<file path="config.mk">
export PLATFORM = sky130hd
export DESIGN_NAME = touch_cmd_tx
export DESIGN_NICKNAME = d
export VERILOG_FILES = /design/src/rtl/touch_pkg.sv /design/src/rtl/uart_tx_byte.sv /design/src/rtl/touch_cmd_tx.sv
export SDC_FILE = /design/constraint.sdc
export NUM_CORES = 1
export LEC_CHECK = 0
export BUFFER_PORTS_ARGS = -buffer_cell sky130_fd_sc_hd__buf_2
export CORE_MARGIN = 5
export CORE_UTILIZATION = 53
export DETAILED_ROUTE_END_ITERATION = 8
export PLACE_DENSITY = 0.76
export SYNTH_ARGS = -nofsm -noshare
export SYNTH_HDL_FRONTEND = slang
export SYNTH_SLANG_ARGS = --single-unit
</file>
<file path="constraint.sdc">
create_clock -name clk -period 3 [get_ports clk]
set_clock_uncertainty 0.05 [all_clocks]
set_input_delay 0.45 -clock clk [delete_from_list [all_inputs] [get_ports clk]]
set_output_delay 0.45 -clock clk [all_outputs]
set_load 0.01 [all_outputs]
</file>
<file path="src/rtl/touch_pkg.sv">
// touch_pkg
//   Shared constants and types for the touchscreen command transmitter:
//   frame sync byte, touchscreen opcodes, frame FSM state encoding and a
//   helper that returns the n-th byte of a command frame.
package touch_pkg;

    localparam logic [7:0] TOUCH_SYNC      = 8'h55;
    localparam logic [7:0] TOUCH_ENABLE    = 8'h12;
    localparam logic [7:0] TOUCH_DISABLE   = 8'h13;
    localparam logic [7:0] TOUCH_CALIBRATE = 8'h14;

    typedef enum logic [1:0] {
        INIT = 2'd0,
        IDLE = 2'd1,
        SEND = 2'd2
    } touch_state_e;

    // Frame layout: SYNC, len+1, opcode, payload[0..len-1].
    // Payload byte k sits at frame index k+3; idx[1:0]+1 maps 3..6 onto 0..3.
    function automatic logic [7:0] frame_byte(
        input logic [2:0]  idx,
        input logic [2:0]  len,
        input logic [7:0]  code,
        input logic [31:0] data
    );
        logic [4:0] sh;
        sh = {idx[1:0] + 2'd1, 3'b000};
        case (idx)
            3'd0:    frame_byte = TOUCH_SYNC;
            3'd1:    frame_byte = {5'd0, len} + 8'd1;
            3'd2:    frame_byte = code;
            default: frame_byte = data[sh +: 8];
        endcase
    endfunction

endpackage

</file>
<file path="src/rtl/uart_tx_byte.sv">
// uart_tx_byte
//   8N1 byte serializer with its own baud counter. A load starts a byte
//   immediately (start bit driven on the load edge), even if the previous
//   byte is in its last stop-bit cycle, so consecutive bytes abut with no
//   idle gap.
// Ports
//   clk          rising-edge clock
//   reset        asynchronous active-high reset (txd forced high)
//   i_load       start serializing i_byte_in on this edge
//   i_byte_in    byte to send, LSB first
//   o_txd        registered serial output, idle high
//   o_byte_done  high during the final cycle of the stop bit
//   o_stop_near  high one cycle before o_byte_done (lets a parent register
//                its own pulse so it lines up with o_byte_done)
module uart_tx_byte #(
    parameter int unsigned DIV = 5208   // must be >= 2
) (
    input  logic       clk,
    input  logic       reset,
    input  logic       i_load,
    input  logic [7:0] i_byte_in,
    output logic       o_txd,
    output logic       o_byte_done,
    output logic       o_stop_near
);

    localparam int unsigned      CNT_W    = $clog2(DIV);
    localparam logic [CNT_W-1:0] CNT_LAST = CNT_W'(DIV - 1);
    localparam logic [CNT_W-1:0] CNT_NEAR = CNT_W'(DIV - 2);

    logic [CNT_W-1:0] r_baud_cnt;
    logic [3:0]       r_bit_idx;    // 0 start, 1..8 data, 9 stop
    logic [7:0]       r_shift;
    logic             r_active;
    logic             r_txd;
    logic             r_byte_done;

    assign o_stop_near = r_active && (r_bit_idx == 4'd9) && (r_baud_cnt == CNT_NEAR);
    assign o_txd       = r_txd;
    assign o_byte_done = r_byte_done;

    always_ff @(posedge clk or posedge reset) begin
        if (reset) begin
            r_baud_cnt  <= '0;
            r_bit_idx   <= '0;
            r_shift     <= '0;
            r_active    <= 1'b0;
            r_txd       <= 1'b1;
            r_byte_done <= 1'b0;
        end else begin
            r_byte_done <= o_stop_near & ~i_load;
            if (i_load) begin
                r_active   <= 1'b1;
                r_txd      <= 1'b0;
                r_shift    <= i_byte_in;
                r_baud_cnt <= '0;
                r_bit_idx  <= '0;
            end else if (r_active) begin
                if (r_baud_cnt == CNT_LAST) begin
                    r_baud_cnt <= '0;
                    if (r_bit_idx == 4'd9) begin
                        r_active  <= 1'b0;
                        r_bit_idx <= '0;
                    end else begin
                        r_bit_idx <= r_bit_idx + 4'd1;
                        if (r_bit_idx == 4'd8) begin
                            r_txd <= 1'b1;
                        end else begin
                            r_txd   <= r_shift[0];
                            r_shift <= {1'b0, r_shift[7:1]};
                        end
                    end
                end else begin
                    r_baud_cnt <= r_baud_cnt + CNT_W'(1);
                end
            end
        end
    end

endmodule

</file>
<file path="src/rtl/touch_cmd_tx.sv">
// touch_cmd_tx
//   Host-to-panel command transmitter for the touchscreen UART link.
//   Accepts one command per valid/ready handshake and sends it as
//   0x55, len+1, opcode, payload[0..len-1] in 8N1 at BAUD.
//
//   state | meaning
//   INIT  | txd held high 10 bit times so the panel receiver resyncs
//   IDLE  | cmd_ready high, waiting for a command
//   SEND  | frame bytes being serialized back to back
//
// Ports
//   clk, reset             clock, asynchronous active-high reset
//   cmd_valid / cmd_ready  command handshake
//   cmd_code, cmd_len,     opcode, payload length (0..MAX_PAYLOAD),
//   cmd_data               payload (byte 0 in [7:0], sent first)
//   txd                    serial output, idle high
//   busy                   frame in progress
//   done                   one-cycle pulse in the frame's final stop-bit cycle
//   err                    one-cycle pulse when a command with bad length is refused
module touch_cmd_tx
    import touch_pkg::*;
#(
    parameter int unsigned CLK_HZ      = 50_000_000,
    parameter int unsigned BAUD        = 9600,
    parameter int unsigned MAX_PAYLOAD = 4
) (
    input  logic        clk,
    input  logic        reset,
    input  logic        cmd_valid,
    output logic        cmd_ready,
    input  logic [7:0]  cmd_code,
    input  logic [2:0]  cmd_len,
    input  logic [31:0] cmd_data,
    output logic        txd,
    output logic        busy,
    output logic        done,
    output logic        err
);

    localparam int unsigned       DIV         = CLK_HZ / BAUD;
    localparam int unsigned       INIT_CYCLES = 10 * DIV;
    localparam int unsigned       INIT_W      = $clog2(INIT_CYCLES);
    localparam logic [INIT_W-1:0] INIT_LAST   = INIT_W'(INIT_CYCLES - 1);
    localparam logic [2:0]        MAX_LEN     = 3'(MAX_PAYLOAD);

    touch_state_e      r_state, w_nxt_state;
    logic [INIT_W-1:0] r_init_cnt, w_nxt_init_cnt;
    logic [2:0]        r_byte_idx, w_nxt_byte_idx;
    logic [7:0]        r_code;
    logic [2:0]        r_len;
    logic [31:0]       r_data;
    logic              r_cmd_ready, w_nxt_ready;
    logic              r_busy, w_nxt_busy;
    logic              r_done, w_nxt_done;
    logic              r_err, w_nxt_err;
    logic              w_capture;
    logic              w_load;
    logic [7:0]        w_byte_in;
    logic              w_txd;
    logic              w_byte_done;
    logic              w_stop_near;
    logic [2:0]        w_last_idx;

    assign w_last_idx = r_len + 3'd2;

    uart_tx_byte #(.DIV(DIV)) u_tx (
        .clk         (clk),
        .reset       (reset),
        .i_load      (w_load),
        .i_byte_in   (w_byte_in),
        .o_txd       (w_txd),
        .o_byte_done (w_byte_done),
        .o_stop_near (w_stop_near)
    );

    always_ff @(posedge clk or posedge reset) begin
        if (reset) begin
            r_state     <= INIT;
            r_init_cnt  <= '0;
            r_byte_idx  <= '0;
            r_code      <= '0;
            r_len       <= '0;
            r_data      <= '0;
            r_cmd_ready <= 1'b0;
            r_busy      <= 1'b0;
            r_done      <= 1'b0;
            r_err       <= 1'b0;
        end else begin
            r_state     <= w_nxt_state;
            r_init_cnt  <= w_nxt_init_cnt;
            r_byte_idx  <= w_nxt_byte_idx;
            r_cmd_ready <= w_nxt_ready;
            r_busy      <= w_nxt_busy;
            r_done      <= w_nxt_done;
            r_err       <= w_nxt_err;
            if (w_capture) begin
                r_code <= cmd_code;
                r_len  <= cmd_len;
                r_data <= cmd_data;
            end
        end
    end

    always_comb begin
        w_nxt_state    = r_state;
        w_nxt_init_cnt = r_init_cnt;
        w_nxt_byte_idx = r_byte_idx;
        w_nxt_ready    = r_cmd_ready;
        w_nxt_busy     = r_busy;
        w_nxt_done     = 1'b0;
        w_nxt_err      = 1'b0;
        w_capture      = 1'b0;
        w_load         = 1'b0;
        w_byte_in      = TOUCH_SYNC;
        case (r_state)
            INIT: begin
                if (r_init_cnt == INIT_LAST) begin
                    w_nxt_state    = IDLE;
                    w_nxt_ready    = 1'b1;
                    w_nxt_init_cnt = '0;
                end else begin
                    w_nxt_init_cnt = r_init_cnt + INIT_W'(1);
                end
            end
            IDLE: begin
                if (cmd_valid && r_cmd_ready) begin
                    if (cmd_len > MAX_LEN) begin
                        w_nxt_err = 1'b1;
                    end else begin
                        // Start bit of the sync byte goes out on the accept edge.
                        w_capture      = 1'b1;
                        w_load         = 1'b1;
                        w_byte_in      = TOUCH_SYNC;
                        w_nxt_state    = SEND;
                        w_nxt_ready    = 1'b0;
                        w_nxt_busy     = 1'b1;
                        w_nxt_byte_idx = '0;
                    end
                end
            end
            SEND: begin
                if (w_byte_done && (r_byte_idx != w_last_idx)) begin
                    w_load         = 1'b1;
                    w_byte_in      = frame_byte(r_byte_idx + 3'd1, r_len, r_code, r_data);
                    w_nxt_byte_idx = r_byte_idx + 3'd1;
                end
                // Returning to IDLE one cycle early puts done/ready in the last
                // stop-bit cycle, so a command accepted then starts with no gap.
                if (w_stop_near && (r_byte_idx == w_last_idx)) begin
                    w_nxt_state = IDLE;
                    w_nxt_done  = 1'b1;
                    w_nxt_busy  = 1'b0;
                    w_nxt_ready = 1'b1;
                end
            end
            default: begin
                w_nxt_state = INIT;
            end
        endcase
    end

    assign txd       = w_txd;
    assign cmd_ready = r_cmd_ready;
    assign busy      = r_busy;
    assign done      = r_done;
    assign err       = r_err;

endmodule

</file>
# Word-level counts from Yosys, hierarchy flattened
# Cells that the tools add are included.
# Widths: inputs -> output; s select.
[totals]
memories = 0
reg_bits = 96
rom_bits = 0
latch_bits = 0
mem_bits_rw = 0
[op_classes]
magnitude_cmp = 1
mux = 53
n_div = 0
n_eq_ne = 18
n_bitwise = 2
shifts = 1
n_mul = 0
n_reduce_logical = 18
add_sub_neg = 7
[op_table]
columns = ["op", "count"]
rows = [
  ["$mux 8", 7],
  ["$mux 13", 3],
  ["$shiftx 32x6->8", 1],
  ["$eq 13x13->1 const B", 2],
  ["$mux 1", 25],
  ["$pmux 8 s3", 1],
  ["$add 16x1->16 const B", 1],
  ["$eq 16x16->1 const B", 1],
  ["$mux 16", 1],
  ["$mux 4", 4],
  ["$reduce_and 4->1", 4],
  ["$add 13x1->13 const B", 1],
  ["$ne 2x2->1 const B", 5],
  ["$mux 3", 3],
  ["$eq 4x4->1 const B", 2],
  ["$mux 2", 4],
  ["$pmux 2 s3", 1],
  ["$pmux 3 s2", 1],
  ["$reduce_bool 2->1", 3],
  ["$logic_and 1x1->1", 5],
  ["$reduce_and 5->1", 1],
  ["$add 3x1->4 const B", 1],
  ["$add 4x1->4 const B", 1],
  ["$ne 2x1->1 const B", 2],
  ["19 further kinds", 20],
]

# Longest topological paths before layout
# Gate-level depths: netlist (run 1).
[logic_depth]
depth_word = 7
ltp_mapped = 10

# Cells and area by module
# Synthesis (run 1) repeated with hierarchy kept, for this count alone.
[hier_totals]
hier_cells = 531
area_unflattened_um2 = 5002.3
[modules_own_cells]
columns = ["module", "cells_each", "instances", "seq_area_each_um2", "area_per_inst_um2"]
rows = [
  ["touch_cmd_tx", 364, 1, 1701.6, 3402.0],
  ["uart_tx_byte", 167, 1, 701.9, 1600.3],
]

# Worst setup path before layout (run 1)
# OpenSTA, ideal clock, no wires.
[synth_timing]
path_type = "register to register"
start = "reg r_byte_idx[0]"
end = "reg u_tx.r_shift[3]"
path_buffers = 3
slack_ns = 0.132
arrival_time_ns = 2.738
t_required_ns = 2.871
setup_ns = 0.079
path_stages_with_launch = 11
synth_period_minus_slack_ns = 2.868
cell_sequence = "dfrtp_1 > clkbuf_1 > buf_1 > inv_1 > ha_1 > or2_2 > clkbuf_1 > o32ai_1 > a21oi_1 > or2_2 > a2bb2oi_1"
[synth_via]
elab_chain_cells = 7
elab_cells_between_ends = 19
classes_between = "add/sub (2); eq/ne (5); shift (1); mux (6); reduce/logical (5)"
[synth_rtl]
columns = ["item", "line", "source"]
rows = [
  ["from (decl)", "touch_cmd_tx.sv:48", "logic [2:0] r_byte_idx, w_nxt_byte_idx;"],
  ["from (signal assigned)", "touch_cmd_tx.sv:91", "r_byte_idx <= w_nxt_byte_idx;"],
  ["$add 3x1->3", "touch_cmd_tx.sv:144", "w_byte_in = frame_byte(r_byte_idx + 3'd1, r_len, r_code, r_data);"],
  ["$add 2x1->2", "touch_pkg.sv:27", "sh = {idx[1:0] + 2'd1, 3'b000};"],
  ["$shiftx 32x6->8", "touch_pkg.sv:32", "default: frame_byte = data[sh +: 8];"],
  ["$pmux 8 s3", "touch_pkg.sv:28", "case (idx)"],
  ["$mux 8", "touch_cmd_tx.sv:142", "if (w_byte_done && (r_byte_idx != w_last_idx)) begin"],
  ["$mux 8", "-", ""],
  ["$mux 8", "uart_tx_byte.sv:52", "if (i_load) begin"],
  ["to (signal assigned)", "uart_tx_byte.sv:55", "r_shift <= i_byte_in;"],
  ["to (signal assigned)", "uart_tx_byte.sv:70", "r_shift <= {1'b0, r_shift[7:1]};"],
  ["to (decl)", "uart_tx_byte.sv:33", "logic [7:0] r_shift;"],
]
# Parallel ways exist; a longest one is shown, timed or not.
# A chain may end at the register's enable or synchronous reset.

# Final worst setup path (run 1)
[layout_timing]
start = "reg u_tx.r_baud_cnt[7]"
end = "reg r_state[1]"
[layout_via]
elab_chain_cells = 5
[layout_rtl]
columns = ["item", "line", "source"]
rows = [
  ["from (decl)", "uart_tx_byte.sv:31", "logic [CNT_W-1:0] r_baud_cnt;"],
  ["from (signal assigned)", "uart_tx_byte.sv:74", "r_baud_cnt <= r_baud_cnt + CNT_W'(1);"],
  ["$eq 13x13->1", "uart_tx_byte.sv:38", "assign o_stop_near = r_active && (r_bit_idx == 4'd9) && (r_baud_cnt == CNT_NEAR);"],
  ["$logic_and 1x1->1", "uart_tx_byte.sv:38", ""],
  ["$logic_and 1x1->1", "touch_cmd_tx.sv:149", "if (w_stop_near && (r_byte_idx == w_last_idx)) begin"],
  ["$ne 2x2->1 (no line)", "-", ""],
  ["$reduce_and 4->1 (no line)", "-", ""],
  ["to (signal assigned)", "touch_cmd_tx.sv:89", "r_state <= w_nxt_state;"],
  ["to (decl)", "touch_cmd_tx.sv:46", "touch_state_e r_state, w_nxt_state;"],
]
# Every way passes these cells.

==> results of run 1 <==
-- per-stage QoR --
| stage | utilization | setup slack (ns) |
|---|---|---|
| floorplan | - | 0.132 |
| global placement | 0.582 | 0.325 |
| detailed placement | 0.582 | 0.256 |
| CTS | 0.601 | 0.213 |
| global route | 0.601 | 0.325 |
| finish | 0.601 | 0.515 |
-- cell usage in the layout, fill, tap and decap left out, types with 3 or more instances in the layout --
cell type	netlist	final
mux2_2	43	43
mux2i_1	15	15
inv_1	15	14
and4_1	4	4
nand3_1	21	21
buf_2	0	50
nor2_1	26	25
a21oi_1	15	15
o21ai_0	29	28
nor2b_1	5	5
or2_2	3	3
o31ai_1	3	3
a32oi_1	3	3
ha_1	17	17
mux4_2	4	4
xnor2_1	8	8
o2bb2ai_1	4	4
xor2_1	9	9
a22o_1	4	4
nor3_1	7	7
nand2_1	37	37
a31oi_1	7	7
clkbuf_8	0	9
and3_1	5	5
a2bb2oi_1	3	3
dfrtp_1	95	95
buf_4	0	6
nand4_1	7	7
-- cell type report --
type / instances / area, um^2
clock inverter: 6 / 43.8
inverter: 15 / 60.1
sequential: 96 / 2400
multi-input combinational: 320 / 2410
fill: 730 / 3650
clock buffer: 10 / 128
tap: 111 / 139
timing repair buffer: 57 / 315
-- worst max-delay path, stage by stage (launching register included) --
cell	delay, ns
dfrtp_1	0.45
or4b_4	0.56
or3_4	0.43
o41ai_4	0.42
nand3_2	0.15
mux2_4	0.32
-- state kept, by name, summed over array words and instances, names as in the netlist --
name              count
r_code                8
r_data               32
cmd_ready             1
u_tx.o_byte_done      1
u_tx.r_active         1
r_len                 3
u_tx.r_bit_idx        4
busy                  1
u_tx.o_txd            1
r_byte_idx            3
u_tx.r_baud_cnt      13
r_init_cnt           16
err                   1
r_state               2
u_tx.r_shift          8
done                  1
-- logic make-up (layout without fill, tap and decap cells) --
kind of cell	count (synthesis)	in the layout	synth area share
AND/OR/NAND/NOR	133	133	0.141
flip-flops	96	96	0.488
AO/OA/AOI/OAI	90	90	0.123
multiplexers	63	63	0.150
buffers and inverters	32	88	0.0244
adder cells (fa/ha/maj)	17	17	0.0432
XOR/XNOR	17	17	0.0302
-- how the worst max path moves through the flow --
stage / from / end / slack (ns) / depth (start not counted)
after floorplan: r_byte_idx[0] / u_tx.r_shift[3] / 0.13 / 10
after CTS: r_len[1] / u_tx.r_baud_cnt[9] / 0.21 / 6
final: u_tx.r_baud_cnt[7] / r_state[1] / 0.52 / 5
after global routing: r_state[0] / u_tx.r_shift[2] / 0.32 / 8
after global placement: r_len[1] / u_tx.r_baud_cnt[6] / 0.33 / 6
after detailed placement: r_len[1] / u_tx.r_baud_cnt[6] / 0.26 / 6
-- power breakdown --
group	total (W)	internal (W)	switching, W
Clock	0.000772	0.000306	0.000465
Sequential	0.00213	0.00177	0.000357
Combinational	0.00146	0.000746	0.000718
Total	0.00437	0.00283	0.00154
-- layer usage --
| metal | GRT usage | share of wire | vias up |
|---|---|---|---|
| met5 | 0 | 0 | - |
| li1 | - | - | 1741 |
| met1 | 0.243 | 0.44 | 1755 |
| met3 | 0.0443 | 0.052 | 17 |
| met2 | 0.319 | 0.49 | 80 |
| met4 | 0.0583 | 0.017 | 0 |
-- what timing repair did --
item / 4_1_cts / 5_1_grt
setup endpoints to repair: 0 / 6
endpoints found under the hold margin: 0 / 0
resized for setup: 0 / 1
==> reports/metrics.cfg, run 1 <==
[status]
outcome = finished, final reports clean

[global_route]
grt_pass1_vias = 3686
grt_max_degree = 48
overflow = 0
grt_usage = 0.190
antenna_found_initial = 0
grt_first_pass_wirelength_mm = 17.4

[worst_setup_path]
r2r_end = r_state[1]
start_kind = flop
r2r_cells = 5
cp-end-kind = flop
r2r-start = u_tx.r_baud_cnt[7]
crit_arrival_ns = 2.70
r2r_slack_ns = 0.52
crit_type = reg2reg
critPathMaxFanout = 5
cp.required_ns = 3.21

[timing]
fin_crit_sh = 0.828
max_freq_mhz = 402
maxSlewViolCount = 0
setup_viol = 0
holdWs_ns = 0.0837
hold_viol = 0
period_needed_ns = 2.48
grt_setup_unrepaired = no
final.setup.tns_ns = 0
relSlewSlack = 0.465
tightest_slew_ns = 0.797

[route]
first_pass_iters = 4
initialDrtViolationCount = 218
vias = 3593
via_per_inst = 5.84
wl_mm = 9.97
wl_per_cell_um = 16.2
antenna_left = 0
drc = 0

[clock_tree]
h-tree-depth = 3
cts-root-buf = clkbuf_8
cts_tree = built
clk_pin_slew_worst_paths_ns = 0.10
post_cts_buffers = 0
clk_latency_ns = 0.37
numCtsBuffers = 9
clock_path_buffers = 2
postCtsHoldBufs = 0
numClockSinks = 96

[floorplanning]
die_area_um2 = 11300
fp.dieH_um = 106
die_x_um = 106
core_region_area_um2 = 9150
initial_core_util = 0.538
fp-row-count = 35
io_pins = 51

[yosys]
synth.distinct_cells = 60
synth.most_common_cell = dfrtp_1
synthTopCellsByCount = dfrtp_1, mux2_2, nand2_1
async_reset_ff_frac = 1.00
yosys_most_used_dff = dfrtp_1
ys_seq_area_frac = 0.488
synth_cells = 448
ys_ff_latch = 96
synth_warnings = 0
syn_area_per_cell_um2 = 11.0
synth_area_leaders = dfrtp_1, mux2_2, ha_1, mux2i_1, o21ai_0
synth_top_cell_area_share = 0.483
synth_area_um2 = 4920
synth_top_area_cell = dfrtp_1
synth_edf_count = 0
synth_nets = 511

[power]
powerDensity_nw_per_um2 = 794
total_power_w = 0.00437
ir_drop_uv = 408
p_leak_nw = 2.42

[place]
io_buffers = 50
placed_cell_area_um2 = 5330
hpwl_mm = 7.26
dp_cells = 599
gp_congestion = 0.877

[layout]
fin_area_um2 = 5500
layout.nets = 562
area_growth_pct = 11.6
drive_gt1_frac = 0.268
instances_no_fill = 615
antennaDiodeCount = 0

[worst_hold_path]
hp-class = in2async

[flow_run]
max_cap_viol_count = 0

(Power assumes the default switching activity.)
==> run 2, diff against run 1 <==
--- a/config.mk
+++ b/config.mk
@@ -7,9 +7,9 @@
 export LEC_CHECK = 0
 export BUFFER_PORTS_ARGS = -buffer_cell sky130_fd_sc_hd__buf_2
 export CORE_MARGIN = 5
-export CORE_UTILIZATION = 53
+export CORE_UTILIZATION = 59
 export DETAILED_ROUTE_END_ITERATION = 8
-export PLACE_DENSITY = 0.76
+export PLACE_DENSITY = 0.8
 export SYNTH_ARGS = -nofsm -noshare
 export SYNTH_HDL_FRONTEND = slang
 export SYNTH_SLANG_ARGS = --single-unit
==> constraint.sdc (replaced) <==
create_clock -name clk -period 2.4 [get_ports clk]
set_clock_uncertainty 0.05 [all_clocks]
set_input_delay 0.36 -clock clk [delete_from_list [all_inputs] [get_ports clk]]
set_output_delay 0.36 -clock clk [all_outputs]
set_load 0.01 [all_outputs]
==> run 2 against run 1 <==
  * Clock-buffer cell count is 1 lower
  * Non-clock buffer count up 14
  * Via count grew 2.1%
  * Sequential cell count unchanged
  * Largest power group unchanged
==> reports/metrics.cfg, run 2 (synthesized netlist as in run 1, its figures left out) <==
[clock_tree]
numClockSinks = 96  ; unchanged
clk_pin_slew_worst_paths_ns = 0.10  ; about the same
clk_latency_ns = 0.37  ; about the same
cts-root-buf = clkbuf_8
clock_path_buffers = 2  ; unchanged
cts_tree = built
h-tree-depth = 3  ; unchanged
numCtsBuffers = 9  ; unchanged

[layout]
antennaDiodeCount = 0  ; unchanged
largest-register = r_data
final_common_cell = dfrtp_1
instances_no_fill = 623  ; +1.3%
largest_reg_flops = 32  ; unchanged
top_regs = r_data: 32 flops, r_init_cnt: 16 flops, u_tx.r_baud_cnt: 13 flops
layout.nets = 576  ; +2.5%
area_growth_pct = 14.6
drive_gt1_frac = 0.288  ; +0.0198
layout_common_cells = dfrtp_1, buf_2, mux2_2
fill_cells = 632  ; -13%

[power]
ir_drop_uv = 602  ; +47%
powerDensity_nw_per_um2 = 1000  ; +26%
p_leak_nw = 2.50  ; +3.5%

[floorplanning]
fp-row-count = 33  ; -5.7%
fp.dieH_um = 101  ; -4.7%
initial_core_util = 0.602  ; +0.0643
io_pins = 51  ; unchanged
die_area_um2 = 10300  ; -9.2%
die_x_um = 101  ; -4.7%
core_region_area_um2 = 8180  ; -11%

[timing]
hold_viol = 0  ; unchanged
setup_viol = 0  ; unchanged
maxSlewViolCount = 0  ; unchanged
final.setup.tns_ns = 0  ; unchanged
grt_setup_unrepaired = no
relSlewSlack = 0.583  ; +0.118
tightest_slew_ns = 0.621  ; -0.175 ns
max_freq_mhz = 442  ; +9.9%
period_needed_ns = 2.26  ; -0.224 ns
fin_crit_sh = 0.942  ; +0.114

[worst_setup_path]
r2r-start = u_tx.r_baud_cnt[5]
start_kind = flop
r2r_slack_ns = 0.14  ; -0.38 ns
cp.required_ns = 2.60  ; -0.61 ns
crit_type = reg2reg
crit_arrival_ns = 2.46  ; -0.24 ns
critPathMaxFanout = 3  ; -2
crit_path_end = r_state[1]
r2r_cells = 5  ; unchanged
r2r_end = r_state[1]
setup.worst_path.start = u_tx.r_baud_cnt[5]
cp-end-kind = flop

[global_route]
grt_max_degree = 56  ; +17%
grt_pass1_vias = 3775  ; +2.4%
grt_first_pass_wirelength_mm = 17.7  ; +1.7%
antenna_found_initial = 0  ; unchanged
overflow = 0  ; unchanged
grt_usage = 0.216  ; +0.0270

[status]
outcome = finished, final reports clean

[place]
hpwl_mm = 7.38  ; +1.7%
dp_cells = 606  ; +1.2%
io_buffers = 50  ; unchanged
gp_congestion = 0.883  ; +0.62%

[route]
wl_mm = 10.1  ; +1.0%
wl_per_cell_um = 16.2  ; -0.27%
vias = 3670  ; +2.1%
via_per_inst = 5.89  ; +0.83%
first_pass_iters = 4  ; unchanged
initialDrtViolationCount = 196  ; -10%
drc = 0  ; unchanged
antenna_left = 0  ; unchanged

[worst_hold_path]
hp-class = in2reg

[flow_run]
max_cap_viol_count = 0  ; unchanged

==> run 2: where the power goes <==
part	internal, W	total, W	switching [W]
combinational	0.000977	0.00190	0.000926
clock	0.000494	0.00109	0.000596
sequential	0.00222	0.00266	0.000445
==> run 2: what timing repair did <==
item | in CTS | in global routing
gates resized for setup | 0 | 1
setup buffers | 0 | 0
pin swaps | 1 | 1
setup endpoints to repair | 1 | 2
hold buffers | 1 | 0
hold endpoints to repair | 16 | 0
==> run 2: how the worst min path moves through the flow <==
stage	from	endpoint	slack (ns)	cells after the start
finish	cmd_data[23]	r_data[23]	0.17	2
global route	cmd_data[20]	r_data[20]	0.14	2
CTS	cmd_data[4]	r_data[4]	0.15	2
detailed placement	reset	r_data[28]	0.33	2
global placement	reset	r_data[28]	0.32	2
floorplan	u_tx.r_bit_idx[3]	u_tx.r_bit_idx[3]	0.40	1
==> run 2: worst max-delay path, stage by stage, from the launching register on <==
cell	delay, ns
dfrtp_1	0.39
or4b_4	0.54
or3_4	0.42
o41ai_4	0.28
nand3_2	0.16
mux2_4	0.32
==> run 2: routing by layer <==
layer  part of all wire  track usage
met3              0.049       0.0523
met1               0.44        0.288
met2               0.49        0.349
met5                  0            0
met4              0.019       0.0746
==> run 2: layout make-up <==
class	count	area [um^2]	area share
sequential	96	2400	0.426
clock buffer	9	124	0.0220
timing repair buffer	71	435	0.0772
tap	105	131	0.0233
clock inverter	7	78.8	0.0140
multi-input combinational	320	2410	0.427
inverter	15	60.1	0.0106
==> run 2: through the flow <==
step                worst slack, ns  utilization  power, W  instance area, um^2  hold WS (ns)
global route                 0.0286        0.690   0.00608                 5640         0.136
CTS                          0.0551        0.690   0.00571                 5640         0.146
floorplan                   0.00321            -   0.00402                 4940         0.403
detailed placement           0.0146        0.664   0.00460                 5430         0.327
finish                        0.139        0.690   0.00565                 5640         0.166
global placement             0.0525        0.664   0.00446                 5430         0.323
